### config.mk
export PLATFORM = sky130hd
export DESIGN_NAME = sramlike_bus_arbiter
export DESIGN_NICKNAME = d
export VERILOG_FILES = /design/src/rtl/sramlike_bus_arbiter.sv
export SDC_FILE = /design/constraint.sdc
export NUM_CORES = 1
export LEC_CHECK = 0
export CAP_MARGIN = 20
export CORE_AREA = 2 2 120 122
export DETAILED_ROUTE_END_ITERATION = 8
export DIE_AREA = 0 0 122 124
export PLACE_DENSITY = 0.57
export SKIP_LAST_GASP = 1
export SLEW_MARGIN = 30
export SYNTH_ARGS = -nofsm -noshare
export SYNTH_HDL_FRONTEND = slang
export SYNTH_SLANG_ARGS = --single-unit
### constraint.sdc
create_clock -name clk -period 6.66 [get_ports clk]
set_clock_uncertainty 0.1 [all_clocks]
set_input_delay 1.665 -clock clk [delete_from_list [all_inputs] [get_ports clk]]
set_output_delay 1.665 -clock clk [all_outputs]
set_load 0.02 [all_outputs]
### src/rtl/sramlike_bus_arbiter.sv
// sramlike_bus_arbiter: shares one sram-like slave port between the instruction
// and data masters. One transaction is outstanding at a time. Each transaction
// is tracked from grant through addr_ok to data_ok, and its completion is routed
// back only to the master that owns it.
// Optional build macro: SRAMLIKE_ARB_RR_EN. When it is defined, the IDLE
// selection alternates (round-robin) between the two masters when both request.
// When it is undefined, data has fixed priority over inst.
module sramlike_bus_arbiter #(
    parameter int unsigned ADDR_W = 32,
    parameter int unsigned DATA_W = 32
) (
    input  logic              clk,
    input  logic              rst,
    // instruction master
    input  logic              inst_req,
    input  logic              inst_wr,
    input  logic [1:0]        inst_size,
    input  logic [ADDR_W-1:0] inst_addr,
    input  logic [DATA_W-1:0] inst_wdata,
    output logic [DATA_W-1:0] inst_rdata,
    output logic              inst_addr_ok,
    output logic              inst_data_ok,
    // data master
    input  logic              data_req,
    input  logic              data_wr,
    input  logic [1:0]        data_size,
    input  logic [ADDR_W-1:0] data_addr,
    input  logic [DATA_W-1:0] data_wdata,
    output logic [DATA_W-1:0] data_rdata,
    output logic              data_addr_ok,
    output logic              data_data_ok,
    // shared slave
    output logic              bus_req,
    output logic              bus_wr,
    output logic [1:0]        bus_size,
    output logic [ADDR_W-1:0] bus_addr,
    output logic [DATA_W-1:0] bus_wdata,
    input  logic [DATA_W-1:0] bus_rdata,
    input  logic              bus_addr_ok,
    input  logic              bus_data_ok
);

    typedef enum logic [1:0] {
        ST_IDLE = 2'd0,
        ST_ADDR = 2'd1,
        ST_DATA = 2'd2
    } state_t;

    typedef enum logic [1:0] {
        OWN_NONE = 2'd0,
        OWN_INST = 2'd1,
        OWN_DATA = 2'd2
    } owner_t;

    state_t state_q, state_d;
    owner_t owner_q, owner_d;
    owner_t cand;
    owner_t sel;
    logic   addr_hs;
    logic   done;

`ifdef SRAMLIKE_ARB_RR_EN
    owner_t last_grant_q, last_grant_d;

    // Candidate in IDLE: the master not granted last wins a tie.
    always_comb begin
        cand = OWN_NONE;
        if (data_req && inst_req) begin
            cand = (last_grant_q == OWN_INST) ? OWN_DATA : OWN_INST;
        end else if (data_req) begin
            cand = OWN_DATA;
        end else if (inst_req) begin
            cand = OWN_INST;
        end
    end
`else
    // Candidate in IDLE: data has fixed priority over inst.
    always_comb begin
        cand = OWN_NONE;
        if (data_req) begin
            cand = OWN_DATA;
        end else if (inst_req) begin
            cand = OWN_INST;
        end
    end
`endif

    // Active master: the live candidate in IDLE, the locked owner otherwise.
    assign sel = (state_q == ST_IDLE) ? cand : owner_q;

    // Forward the selected request group; with no selection it falls to data.
    always_comb begin
        bus_wr    = data_wr;
        bus_size  = data_size;
        bus_addr  = data_addr;
        bus_wdata = data_wdata;
        if (sel == OWN_INST) begin
            bus_wr    = inst_wr;
            bus_size  = inst_size;
            bus_addr  = inst_addr;
            bus_wdata = inst_wdata;
        end
    end

    // Slave request and completion qualification; reset masks everything.
    always_comb begin
        bus_req = 1'b0;
        done    = 1'b0;
        case (state_q)
            ST_IDLE: begin
                bus_req = (cand != OWN_NONE);
                done    = (cand != OWN_NONE) && bus_addr_ok && bus_data_ok;
            end
            ST_ADDR: begin
                bus_req = (owner_q == OWN_INST) ? inst_req : data_req;
                done    = bus_addr_ok && bus_data_ok;
            end
            ST_DATA: begin
                bus_req = 1'b0;
                done    = bus_data_ok;
            end
            default: begin
                bus_req = 1'b0;
                done    = 1'b0;
            end
        endcase
        if (rst) begin
            bus_req = 1'b0;
            done    = 1'b0;
        end
    end

    assign addr_hs = bus_req && bus_addr_ok;

    // Route handshakes only to the active master; read data is broadcast.
    assign inst_addr_ok = addr_hs && (sel == OWN_INST);
    assign data_addr_ok = addr_hs && (sel == OWN_DATA);
    assign inst_data_ok = done && (sel == OWN_INST);
    assign data_data_ok = done && (sel == OWN_DATA);
    assign inst_rdata   = bus_rdata;
    assign data_rdata   = bus_rdata;

    // Next-state and owner logic for the IDLE/ADDR/DATA transaction tracker.
    always_comb begin
        state_d = state_q;
        owner_d = owner_q;
`ifdef SRAMLIKE_ARB_RR_EN
        last_grant_d = last_grant_q;
`endif
        case (state_q)
            ST_IDLE: begin
                if (cand != OWN_NONE) begin
`ifdef SRAMLIKE_ARB_RR_EN
                    last_grant_d = cand;
`endif
                    if (bus_addr_ok && bus_data_ok) begin
                        state_d = ST_IDLE;
                        owner_d = OWN_NONE;
                    end else if (bus_addr_ok) begin
                        state_d = ST_DATA;
                        owner_d = cand;
                    end else begin
                        state_d = ST_ADDR;
                        owner_d = cand;
                    end
                end
            end
            ST_ADDR: begin
                if (bus_addr_ok && bus_data_ok) begin
                    state_d = ST_IDLE;
                    owner_d = OWN_NONE;
                end else if (bus_addr_ok) begin
                    state_d = ST_DATA;
                end
            end
            ST_DATA: begin
                if (bus_data_ok) begin
                    state_d = ST_IDLE;
                    owner_d = OWN_NONE;
                end
            end
            default: begin
                state_d = ST_IDLE;
                owner_d = OWN_NONE;
            end
        endcase
    end

    // State, owner and (optionally) last-grant registers, synchronous reset.
    always_ff @(posedge clk) begin
        if (rst) begin
            state_q <= ST_IDLE;
            owner_q <= OWN_NONE;
`ifdef SRAMLIKE_ARB_RR_EN
            last_grant_q <= OWN_INST;
`endif
        end else begin
            state_q <= state_d;
            owner_q <= owner_d;
`ifdef SRAMLIKE_ARB_RR_EN
            last_grant_q <= last_grant_d;
`endif
        end
    end

endmodule

Yosys cells after proc, flatten, opt, wreduce, memory -nomap -nowiden:

Cells that the tools add are included.

* register bits: 4
* bits of input ports: 172
* output and inout port bits: 136
* logic and storage cells: 46

* equality and inequality tests: 9
* muxes and demuxes: 23
* reductions and logical operators: 12

Operator list (number)
* $mux 32: 2
* $mux 2: 12
* $pmux 2 s3: 2
* $logic_and 1x1->1: 8
* $eq 2x1->1 const B: 3
* $reduce_and 3->1: 2
* $mux 1: 5
* $eq 2x2->1 const B: 2
* $ne 2x2->1 const B: 2
* $ne 3x3->1 const B: 1
* $pmux 1 s3: 1
* $logic_not 2->1: 1
* $ne 2x1->1 const B: 1
* $pmux 1 s2: 1
* $reduce_bool 2->1: 1

Longest topological paths before layout:

* depth in word-level cells: 8
* mapped depth: 7
* depth with buffers taken out: 3

Least setup slack after synthesis:

No wires, ideal clock.

* path type: input -> output
* start: in data_req
* end: out inst_data_ok
* data arrival time: 2.902 ns
* required time: 4.895 ns
* setup slack: 1.993 ns
* stages: 5
* buffers on the path: 2
* cells stage by stage: nor4b_2 > a21oi_4 > buf_6 > buf_6 > nor4bb_2

* longest elaborated chain between the ends: 7
* elaborated cells between the ends (all ways): 9
* those cells by class: eq/ne (1); mux (4); reduce/logical (4)

Ends and longest elaborated chain
* from (decl): RTL line 24 `input logic data_req,`
* $mux 2 *: RTL line 80 `if (data_req) begin`
* $reduce_bool 2->1: RTL line 112 `done = (cand != OWN_NONE) && bus_addr_ok && bus_data_ok;`
* $logic_and 1x1->1 (2 in a row): RTL line 112
* $pmux 1 s3: RTL line 109 `case (state_q)`
* $mux 1: RTL line 127 `if (rst) begin`
* $logic_and 1x1->1 *: RTL line 138 `assign inst_data_ok = done && (sel == OWN_INST);`
* to (decl): RTL line 22 `output logic inst_data_ok,`

Mark *: on every way between the ends. The rest lies on a longest branch, timed or not.

Worst setup path after layout:

* start: in data_req
* end: out bus_wdata[15]

* longest elaborated chain between the ends: 4

Ends and longest elaborated chain
* $mux 2: RTL line 80
* $mux 2: RTL line 89 `assign sel = (state_q == ST_IDLE) ? cand : owner_q;`
* $eq 2x1->1: RTL line 97 `if (sel == OWN_INST) begin`
* $mux 32: RTL line 97
* to (decl): RTL line 37 `output logic [DATA_W-1:0] bus_wdata,`

No other way between the ends.

==> summary.txt <==
Clock network
  – Buffer count from post-CTS setup fixing: 0
  – CTS H-Tree Depth: 1
  – Post-cts sizing count: 0
  – CTS Buf Count: 3
  – Hold_buf cts: 0
  – Clock latency at the later pin of the worst-skew pair: 220 ps
  – CTS tree: built
  – Reg clk slew, reported paths: approximately 30 ps
  – Maximum buffer depth of the clock tree: 2
  – Root Buffer: clkbuf_16
  – Clock tree sinks: 4

Power and ir drop
  – Sequential share of power: 0.068
  – Psw: 0.1267 mW
  – Switch share: 0.3123
  – PwrDens: ~110 mW/mm²
  – Peak supply drop: 0.00006188 V
  – Clock network fraction of total power: 0.231
  – Gate power share: 0.700
  – Internal cell power: ~0.28 mW
  – Lkg Pwr: 1.296 nW

Synth
  – Synth Area in Adders: 0
  – Largest family of logic cells by synthesized area: multiplexers
  – Mapped Area: 0.001660 mm²
  – Synth Area in Simple Gates: 0.09872
  – Yosys reg bits: 4
  – Unique cell type count in the Yosys netlist: 27
  – Most frequent cell after synthesis: buf_4
  – Synth area leader: mux2_2
  – Top cells by count, synth: buf_4, mux2_2, mux2_4, dfxtp_1
  – Yosys warning total: 0
  – Synth async-reset ratio: 0
  – Synth top area cells: mux2_2, buf_4, mux2_4, dfxtp_1, buf_6
  – Yosys top cell area share: 0.4002
  – Part of the Yosys area used for sequential elements: 0.04823
  – Cell count after synthesis: 178
  – Xor/xnor share of the synthesized area: 0
  – Syn avg cell area: a little over 9 µm²
  – Post-synthesis mux area share: 0.4785
  – Compound-Gate Fraction of Synth Area: 0.03466
  – Main synth FF type: dfxtp_1
  – EDFF count, synth: 0
  – Syn_nets: 350

Setup path
  – Critical path launch point type: input port
  – RR Startpoint: state_q[1]
  – Worst setup path class: in2out
  – Worst path arrival time: between 3000 and 4000 ps
  – R2r endpoint: owner_q[1]
  – Critical path, cell by cell: clkdlybuf4s50_1 > nor4b_2 > a21oi_4 > buf_4 > mux2_2 > clkdlybuf4s50_1
  – Max stage delay on crit path: 580 ps
  – Critical path's slowest cell: clkdlybuf4s50_1
  – Cells on worst reg2reg path: 3
  – R2R setup slack: 5270 ps
  – Critical path required time: 4890 ps
  – Max FO, Critical Path: 38
  – CP endpoint kind: output pin
  – Buf/Inv on CP: 3
  – CP most frequent cell: clkdlybuf4s50_1
  – Crit path max-delay family: buffers and inverters

Worst hold path
  – Hold depth: 2
  – End of the worst hold path: owner_q[0]
  – Hold Crit Class: reg2reg
  – Min-delay src: owner_q[0]

Final layout
  – Layout cells sized above 1: 0.2368
  – Nets: 495
  – Layout area overhead: 112.7%
  – Ant. Diodes: 0

Floorplanning
  – Die Y: 124 µm
  – Standard-cell rows: 43
  – Core area: roughly 0.014 mm²
  – Die ar.: between 0.015 and 0.02 mm²
  – I/O pin count: between 300 and 400
  – Die width: 122 µm
  – Initial Util: 0.1210

Placed design
  – Pre-CTS worst setup slack: 951.3 ps
  – Gp weighted congestion: 0.7213
  – Detailed Place HPWL: around 7400 µm
  – Port bufs: 211

Drt
  – Antenna Nets Post-Route: 0
  – DR pass1 iterations: 4
  – DR top layer: met5
  – Routed wl met3: between 900 and 1000 µm
  – M1 wire length: 2927 µm
  – Via density: 3.639
  – Metal2 WL: 4178 µm
  – Vias: around 1.8k
  – Drt drc: 0
  – Drt total wl: between 8000 and 9000 µm
  – DR WL/cell: around 17 µm
  – Initial drt markers: 59

STA
  – Final Cycle Share: 0.8558
  – FMAX: 175.5 MHz
  – Final setup viols: 0
  – Worst slew margin: 0.6502
  – Worst-Margin Slew: 524.8 ps
  – Hold Violations, Final: 0
  – RSZ-0062 raised after global routing: no
  – Post-route setup slack: 960.5 ps
  – Fin crit period: 5699 ps
  – Final hold slack: approximately 430 ps
  – TNS Setup: 0 ps
  – Final Max Tran Viols: 0

GRT
  – Initial antenna violation count: 1
  – All-Layer GR Usage: 0.1004
  – Total congestion overflow: 0
  – Vias in the first global route: 1989
  – Largest net degree at the start of global routing: 39
  – First-pass GRT wire length: between 10000 and 15000 µm

Job
  – # Max-Cap Violations: 0

Status
  – Status: completed
cell type report:
| class | instances | area, µm² |
|---|---|---|
| clock buffer | 3 | 75.07 |
| fill | 1469 | 10190 |
| inverter | 2 | 7.507 |
| multi-input combinational | 99 | 1016 |
| sequential | 4 | 80.08 |
| tap | 180 | 225.2 |
| timing repair buffer | 213 | 2127 |
cells in the final DEF (no fill, tap or decap), types with 3 or more instances in the layout:
cell type        count
nand3b_1             3
mux2_2              59
nor3_1               3
dfxtp_1              4
nor2_1               3
clkdlybuf4s50_1    211
nor2b_1              3
mux2_4               8
clkbuf_16            3
worst max path at each step:
stage                  start            end  slack [ps]  cells past startpoint
CTS                 data_req  bus_wdata[15]         940                      6
floorplan           data_req   inst_data_ok        1990                      5
finish              data_req  bus_wdata[15]         960                      6
global route        data_req   bus_addr[19]         850                      6
global placement    data_req   bus_addr[19]         980                      6
detailed placement  data_req   bus_addr[19]         950                      6
power groups by stage:
stage	logic, mW	clock network [mW]	registers [mW]
after detailed placement	0.286	0	0.0279
final	0.284	0.0939	0.0277
after floorplan	0.180	0	0.0270
after CTS	0.288	0.0964	0.0276
after global routing	0.301	0.0990	0.0280
after global placement	0.285	0	0.0279
flip-flops by register name, summed over array words and instances (netlist names):
| signal | cells |
|---|---|
| state_q | 2 |
| owner_q | 2 |
routing by layer:
metal / up-vias / track usage
met5: - / 0
met4: 2 / 0.03233
met3: 30 / 0.03388
met2: 147 / 0.1847
met1: 794 / 0.1079
li1: 850 / -
tightest hold or removal path: cells and delay by family (launching register included):
| family | cells | cell delay (ps) |
|---|---|---|
| compound gates | 1 | 60 |
| simple gates | 1 | 90 |
| flops | 1 | 330 |
per-stage QoR:
stage	utilization	cells	power (mW)	instance area (µm²)
after floorplan	-	178	0.2071	1660
after global placement	0.2519	498	0.3124	3456
after detailed placement	0.2519	498	0.3136	3456
after CTS	0.2574	501	0.4119	3531
after global routing	0.2574	501	0.4275	3531
final	0.2574	501	0.4056	3531
cells by family (layout without fill, tap and decap cells):
logic type | count (synthesis) | count (layout)
buf+inv | 75 | 218
mux | 68 | 68
simple gates | 24 | 24
compound gates | 7 | 7
flops | 4 | 4
Note: power is estimated with default switching activity, not from simulation.
